## src/rtl/scan_chain_ctrl_pkg.sv

```systemverilog
// scan_chain_ctrl_pkg: shared state encoding and MISR constants for scan_chain_ctrl.
package scan_chain_ctrl_pkg;
   typedef enum logic [2:0] {IDLE, SHIFT, CAPTURE, UNLOAD, RESP} state_e;
   localparam int MISR_W = 16;
   localparam logic [MISR_W-1:0] MISR_POLY = 16'h1021;
endpackage

```

## src/rtl/scan_chain_ctrl_misr.sv

```systemverilog
// scan_chain_ctrl_misr: 16-bit serial-input signature register compacting the unloaded scan stream.
module scan_chain_ctrl_misr
   import scan_chain_ctrl_pkg::*;
(
   input  logic              CLK,
   input  logic              RESET,
   input  logic              CLR,
   input  logic              EN,
   input  logic              SI,
   output logic [MISR_W-1:0] SIG
);
   logic [MISR_W-1:0] sig_q, sig_d;
   always_comb begin
      sig_d = CLR ? '0
            : EN  ? ({sig_q[MISR_W-2:0], 1'b0} ^ (sig_q[MISR_W-1] ? MISR_POLY : '0) ^ {{(MISR_W-1){1'b0}}, SI})
            : sig_q;
   end
   always_ff @(posedge CLK) begin
      if (RESET) sig_q <= '0;
      else       sig_q <= sig_d;
   end
   assign SIG = sig_q;
endmodule

```

## src/rtl/scan_chain_ctrl.sv

```systemverilog
// scan_chain_ctrl: loads a pattern into one scan chain, pulses capture, unloads the response.
// Optional MISR signature over the unloaded stream when SCAN_CHAIN_CTRL_MISR_EN is defined.
module scan_chain_ctrl
   import scan_chain_ctrl_pkg::*;
#(
   parameter int CHAIN_LEN      = 8,
   parameter int CAPTURE_CYCLES = 1
) (
   input  logic                 CLK,
   input  logic                 RESET,
   input  logic                 PAT_VALID,
   output logic                 PAT_READY,
   input  logic [CHAIN_LEN-1:0] PAT_DATA,
   output logic                 SCE,
   output logic                 SCD,
   input  logic                 SO,
   output logic                 RESP_VALID,
   input  logic                 RESP_READY,
   output logic [CHAIN_LEN-1:0] RESP_DATA,
   output logic                 BUSY,
   input  logic                 SIG_CLR,
   output logic [MISR_W-1:0]    SIGNATURE
);
   localparam int CNT_W = $clog2(CHAIN_LEN + CAPTURE_CYCLES) + 1;
   localparam logic [CNT_W-1:0] SHIFT_LAST = CNT_W'(CHAIN_LEN - 1);
   localparam logic [CNT_W-1:0] CAP_LAST   = CNT_W'(CAPTURE_CYCLES - 1);

   state_e               state_q, state_d;
   logic [CNT_W-1:0]     cnt_q, cnt_d;
   logic [CHAIN_LEN-1:0] load_q, load_d;
   logic [CHAIN_LEN-1:0] resp_q, resp_d;

   always_comb begin
      state_d = state_q;
      cnt_d   = cnt_q;
      load_d  = load_q;
      resp_d  = resp_q;
      case (state_q)
         IDLE: begin
            if (PAT_VALID) begin
               state_d = SHIFT;
               cnt_d   = '0;
               load_d  = PAT_DATA;
            end
         end
         SHIFT: begin
            load_d  = load_q >> 1;
            state_d = (cnt_q == SHIFT_LAST) ? CAPTURE : SHIFT;
            cnt_d   = (cnt_q == SHIFT_LAST) ? '0 : cnt_q + 1'b1;
         end
         CAPTURE: begin
            state_d = (cnt_q == CAP_LAST) ? UNLOAD : CAPTURE;
            cnt_d   = (cnt_q == CAP_LAST) ? '0 : cnt_q + 1'b1;
         end
         UNLOAD: begin
            // flop 0 leaves first, so after CHAIN_LEN shifts it sits at bit 0
            resp_d  = {SO, resp_q[CHAIN_LEN-1:1]};
            state_d = (cnt_q == SHIFT_LAST) ? RESP : UNLOAD;
            cnt_d   = (cnt_q == SHIFT_LAST) ? '0 : cnt_q + 1'b1;
         end
         RESP:    state_d = RESP_READY ? IDLE : RESP;
         default: state_d = IDLE;
      endcase
   end

   always_ff @(posedge CLK) begin
      if (RESET) begin
         state_q <= IDLE;
         cnt_q   <= '0;
         load_q  <= '0;
         resp_q  <= '0;
      end else begin
         state_q <= state_d;
         cnt_q   <= cnt_d;
         load_q  <= load_d;
         resp_q  <= resp_d;
      end
   end

   assign PAT_READY  = (state_q == IDLE) && !RESET;
   assign SCE        = (state_q == SHIFT) || (state_q == UNLOAD);
   assign SCD        = (state_q == SHIFT) && load_q[0];
   assign RESP_VALID = (state_q == RESP);
   assign RESP_DATA  = resp_q;
   assign BUSY       = (state_q == SHIFT) || (state_q == CAPTURE) || (state_q == UNLOAD);

`ifdef SCAN_CHAIN_CTRL_MISR_EN
   scan_chain_ctrl_misr u_misr (
      .CLK   (CLK),
      .RESET (RESET),
      .CLR   (SIG_CLR),
      .EN    (state_q == UNLOAD),
      .SI    (SO),
      .SIG   (SIGNATURE)
   );
`else
   logic sig_clr_unused;
   assign sig_clr_unused = SIG_CLR;
   assign SIGNATURE      = '0;
`endif
endmodule

```

## config.mk

```make
export PLATFORM = sky130hd
export DESIGN_NAME = scan_chain_ctrl
export DESIGN_NICKNAME = d
export VERILOG_FILES = /design/src/rtl/scan_chain_ctrl_pkg.sv /design/src/rtl/scan_chain_ctrl_misr.sv /design/src/rtl/scan_chain_ctrl.sv
export SDC_FILE = /design/constraint.sdc
export NUM_CORES = 1
export LEC_CHECK = 0
export CAP_MARGIN = 20
export CORE_MARGIN = 4
export CORE_UTILIZATION = 45
export CTS_BUF_LIST = sky130_fd_sc_hd__clkbuf_8
export CTS_CLUSTER_DIAMETER = 30
export DETAILED_ROUTE_END_ITERATION = 10
export GPL_ROUTABILITY_DRIVEN = 0
export PLACE_DENSITY = 0.79
export SLEW_MARGIN = 20
export SYNTH_ARGS = -nofsm -noshare
export SYNTH_HDL_FRONTEND = slang
export SYNTH_SLANG_ARGS = --single-unit
export TNS_END_PERCENT = 20
```

## constraint.sdc

```tcl
create_clock -name CLK -period 2.8 [get_ports CLK]
set_input_delay 0.28 -clock CLK [delete_from_list [all_inputs] [get_ports CLK]]
set_output_delay 0.28 -clock CLK [all_outputs]
set_load 0.02 [all_outputs]
```

==> reports/qor.yml, run 1 <==
swShare_pct: 24.58
wl_met1_um: 1139
critPathArrivalTime_ns: 2.22
fin_cells: 202
worstPathCellList: "or3b_2 > nor2_1 > clkdlybuf4s50_1"
ctsLongestPathBuffers: 2
ys.flop_type: "dfxtp_1"
syn-mean-instance-area_um2: 8.319
hold_viol_final: 0
drive_gt1_share_pct: 9.884
dr.pass1.iters: 4
root_buffer: "clkbuf_8"
finalClockSkew_ns: 0.006071
core_area_um2: 2567
ant_nets: 0
fmax_mhz: 399.9
final_common_cell: "clkdlybuf4s50_1"
wl_per_cell_um: 13.20
hold_buffers: 0
wl_met2_um: 1328
p_comb_share_pct: 16.0
die_w_um: 60.84
end_kind: "output pin"
antenna_found_initial: 0
dieArea_um2: 3701
worstPathRequired_ns: 2.52
drc: 0
dr.first_iter.drc_count: 25
ff_latch_area_um2: 480.5
cellLeakagePower_nw: 0.6283
h-tree-depth: 1
initial_core_util_pct: 48.93
routed_via_density: 5.243
ys_warn_count: 0
criticalPathCategory: "register to output pin"
dp_cells: 198
cap_viol_max_count: 0
cp_slowest_cell: "or3b_2"
multi_input_area_um2: 636.9
ys_types: 38
hp-class: "register to register"
slowest_delay_ns: 0.63
hpwl_um: 1938
tns_ns: 0
io_buffer_count: 25
post_cts_buffers: 0
fin_area_um2: 1521
antenna_cells: 0
clk_pin_slew_ns: 0.08
switching_power_uw: 195.4
syn_to_final_growth_pct: 21.12
clkLatencyLatePin_ns: 0.27
io_pins: 43
cts_tree: "built"
start_kind: "register"
critPathTopFamily: "simple AND/OR/NAND/NOR gates"
period_minus_slack_ns: 2.500
layout_common_cells: "clkdlybuf4s50_1, dfxtp_1, conb_1, nor2_1, nand2_1"
rsz0062_at_grt: "false"
dr.max_layer_used: "met4"
routed_wl_um: 2667
fin_crit_sh_pct: 89.30
seq_area_frac_synth_pct: 38.25
status: "finished, final reports clean"
fillers: 259
crit_buf_inv: 1
placed_cell_area_um2: 1450
yosysTopAreaCell: "dfxtp_1"
irDropWorstVdd_v: 0.0004608
path_max_fanout: 11
grt_max_degree: 25
netlist_instances: 151
p_per_area_nw_per_um2: 522.5
met3_length_um: 155
seq_power_share_pct: 46.3
track_usage_pct: 14.75
fin_nets: 189
finalMaxSlewViolations: 0
grt_pass1_vias: 950
numCtsBuffers: 3
synth-edff-count: 0
vias: 1059
cts_resized: 0
die_h_um: 60.84
cts_num_sinks: 24
grt_overflow: 0
synth-seq-cells: 24
synthArstFlopShare_pct: 0
synth_area_leaders: "dfxtp_1, buf_4, nand3_1, nor2_1, a21oi_1"
yosysTopAreaCellShare_pct: 38.25
p_int_uw: 599.5
synth_area_um2: 1256
p_clk_share_pct: 37.7
grt_pass1_wl_um: 4084
setup_violations: 0
fp-row-count: 18
==> power by group through the flow <==
stage / Clock (mW) / Combinational [mW] / Sequential [mW]
2_1_floorplan: 0 / 0.111 / 0.370
3_3_place_gp: 0 / 0.123 / 0.374
3_5_place_dp: 0 / 0.126 / 0.376
4_1_cts: 0.308 / 0.127 / 0.368
5_1_grt: 0.322 / 0.138 / 0.370
6_report: 0.300 / 0.127 / 0.368
==> cell families after synthesis <==
family,after synthesis,synth area share (%)
AO/OA/AOI/OAI,29,16.03
XOR/XNOR,1,0.6973
adder cells (fa/ha/maj),2,1.992
buffers and inverters,32,15.54
flip-flops,24,38.25
multiplexers,1,0.8964
other,1,0.2985
AND/OR/NAND/NOR,61,26.30
==> per-stage QoR <==
| step | worst slack (ns) | utilization (%) | hold WS (ns) | total power [mW] |
|---|---|---|---|---|
| 2_1_floorplan | 1.153 | - | 0.4160 | 0.4807 |
| 3_3_place_gp | 0.6414 | 56.48 | 0.4461 | 0.4967 |
| 3_5_place_dp | 0.6155 | 56.48 | 0.4648 | 0.5020 |
| 4_1_cts | 0.3068 | 59.26 | 0.4765 | 0.8031 |
| 5_1_grt | 0.2097 | 59.26 | 0.5062 | 0.8294 |
| 6_report | 0.2996 | 59.26 | 0.4758 | 0.7949 |
==> cell type report <==
type | instances | share of cell area [%]
inverter | 6 | 1.480
multi-input combinational | 110 | 41.86
sequential | 24 | 31.58
tap | 30 | 2.467
clock buffer | 3 | 2.714
clock inverter | 1 | 1.974
timing repair buffer | 28 | 17.93
==> worst paths after layout <==
check                                  start      endpoint  slack, ns  depth (start not counted)
worst max-delay path              state_q[0]           SCD       0.30                          3
worst min-delay path            RESP_DATA[0]  RESP_DATA[0]       0.48                          2
worst max register to register    state_q[1]     load_q[4]       1.08                          5
worst min register to register  RESP_DATA[0]  RESP_DATA[0]       0.48                          2
==> worst min-delay path: cells and delay by family, from the launching register on <==
family,cells,cell delay (ns)
compound gates,1,0.06
flops,1,0.32
simple gates,1,0.05
==> routing by layer <==
layer,vias to the layer above,global-route usage (%)
met5,-,0
met4,0,6.502
met3,6,4.468
met2,30,24.73
met1,494,17.34
li1,529,-
==> synth_stat cells, drive strengths merged, types with 2 or more instances <==
master,instances
nor2,14
clkbuf,5
nor2b,3
buf,21
nor3,10
ha,2
or4b,2
a211oi,3
nand2,14
o21ai,2
inv,6
o22ai,7
a21o,2
dfxtp,24
a21oi,11
nand3,11
==> registers in the layout, summed over array words and instances (netlist names) <==
name	flops
load_q	8
RESP_DATA	8
state_q	3
cnt_q	5
No activity file was read; power rests on OpenSTA's default activity.
==> run 2: changes to the inputs <==
Settings changed: CORE_UTILIZATION 45 to 50, MAX_ROUTING_LAYER from default to met4, PLACE_DENSITY 0.79 to 0.87.
==> reports/qor.yml, run 2 (synthesized netlist as in run 1, its figures left out) <==
fin_cells: 200
switching_power_uw: 192.9
cellLeakagePower_nw: 0.6283
fmax_mhz: 404.6
syn_to_final_growth_pct: 20.92
numCtsBuffers: 3
routed_via_density: 5.215
period_minus_slack_ns: 2.471
dr.first_iter.drc_count: 27
layout_common_cells: "clkdlybuf4s50_1, dfxtp_1, conb_1, nor2_1, nand2_1"
hold_buffers: 0
hold_start: "RESP_DATA[7]"
fin_nets: 189
dr.pass1.iters: 4
critPathArrivalTime_ns: 2.19
worstPathRequired_ns: 2.52
hpwl_um: 1826
worstHoldPathCells: 2
track_usage_pct: 16.20
dp_cells: 196
post_cts_buffers: 0
finalMaxSlewViolations: 0
placed_cell_area_um2: 1448
finalClockSkew_ns: 0.01057
io_pins: 43
die_h_um: 58.13
setup_violations: 0
ant_nets: 0
vias: 1043
path_max_fanout: 11
p_comb_share_pct: 16.0
grt_pass1_vias: 934
min_to: "RESP_DATA[7]"
r2r_start: "state_q[1]"
regToRegSetupSlack_ns: 1.07
wl_per_cell_um: 12.63
antenna_cells: 0
ctsLongestPathBuffers: 2
drive_gt1_share_pct: 9.884
h-tree-depth: 1
final_common_cell: "clkdlybuf4s50_1"
status: "finished, final reports clean"
tns_ns: 0
clkLatencyLatePin_ns: 0.27
p_int_uw: 599.6
hp-class: "register to register"
cts_num_sinks: 24
drc: 0
seq_power_share_pct: 46.3
fin_area_um2: 1519
irDropWorstVdd_v: 0.0005551
p_per_area_nw_per_um2: 521.7
antenna_found_initial: 0
die_w_um: 58.13
worst_slack_ns: 0.3286
grt_max_degree: 25
grt_pass1_wl_um: 4209
fillers: 196
dp_slack_ns: 0.6236
root_buffer: "clkbuf_8"
fin_crit_sh_pct: 88.26
fp-row-count: 17
cts_tree: "built"
cap_viol_max_count: 0
clk_pin_slew_ns: 0.08
hold_slack_ns: 0.4687
p_clk_share_pct: 37.6
end_kind: "output pin"
start_kind: "register"
routed_wl_um: 2525
initial_core_util_pct: 54.68
core_area_um2: 2297
rr_endpoint: "load_q[1]"
r2r_cells: 5
criticalPathCategory: "register to output pin"
io_buffer_count: 25
grt_overflow: 0
cts_resized: 0
dieArea_um2: 3379
hold_viol_final: 0
rsz0062_at_grt: "false"
swShare_pct: 24.34
run 2: per-stage QoR:
step,total power [mW],utilization (%)
floorplan,0.4807,-
global placement,0.4960,63.02
detailed placement,0.5012,63.02
CTS,0.7985,66.12
global route,0.8251,66.12
finish,0.7925,66.12
run 2: area by class of cell:
cell class | instances | area, um2 | share of cell area [%]
multi-input combinational | 110 | 636.9 | 41.93
timing repair buffer | 28 | 272.8 | 17.96
tap | 28 | 35.03 | 2.306
sequential | 24 | 480.5 | 31.63
inverter | 6 | 22.52 | 1.483
clock inverter | 1 | 30.03 | 1.977
clock buffer | 3 | 41.29 | 2.718
run 2: worst max-delay path by stage:
| stage | startpoint | slack, ns | end | depth (start not counted) |
|---|---|---|---|---|
| 6_report | state_q[0] | 0.33 | SCD | 3 |
| 3_3_place_gp | state_q[0] | 0.65 | SCD | 3 |
| 5_1_grt | state_q[0] | 0.26 | SCD | 3 |
| 2_1_floorplan | state_q[0] | 1.15 | SCD | 4 |
| 4_1_cts | state_q[0] | 0.32 | SCD | 3 |
| 3_5_place_dp | state_q[0] | 0.62 | SCD | 3 |
run 2: power by group through the flow:
stage          Clock, mW  Sequential [mW]  Combinational, mW
3_5_place_dp           0            0.375              0.126
4_1_cts            0.304            0.367              0.127
5_1_grt            0.318            0.369              0.138
6_report           0.298            0.367              0.127
3_3_place_gp           0            0.374              0.122
2_1_floorplan          0            0.370              0.111
run 2: layer usage:
metal / vias to the layer above / global-route usage (%) / routed length, um
li1: 531 / - / -
met1: 478 / 19.32 / 1055
met2: 32 / 26.94 / 1282
met3: 2 / 5.791 / 175
met4: 0 / 1.987 / 11
met5: - / - / 0
run 2: worst max-delay path: stages, from the launching register on:
cell and delay, ns:
dfxtp_1 0.56, or3b_2 0.63, nor2_1 0.13, clkdlybuf4s50_1 0.61
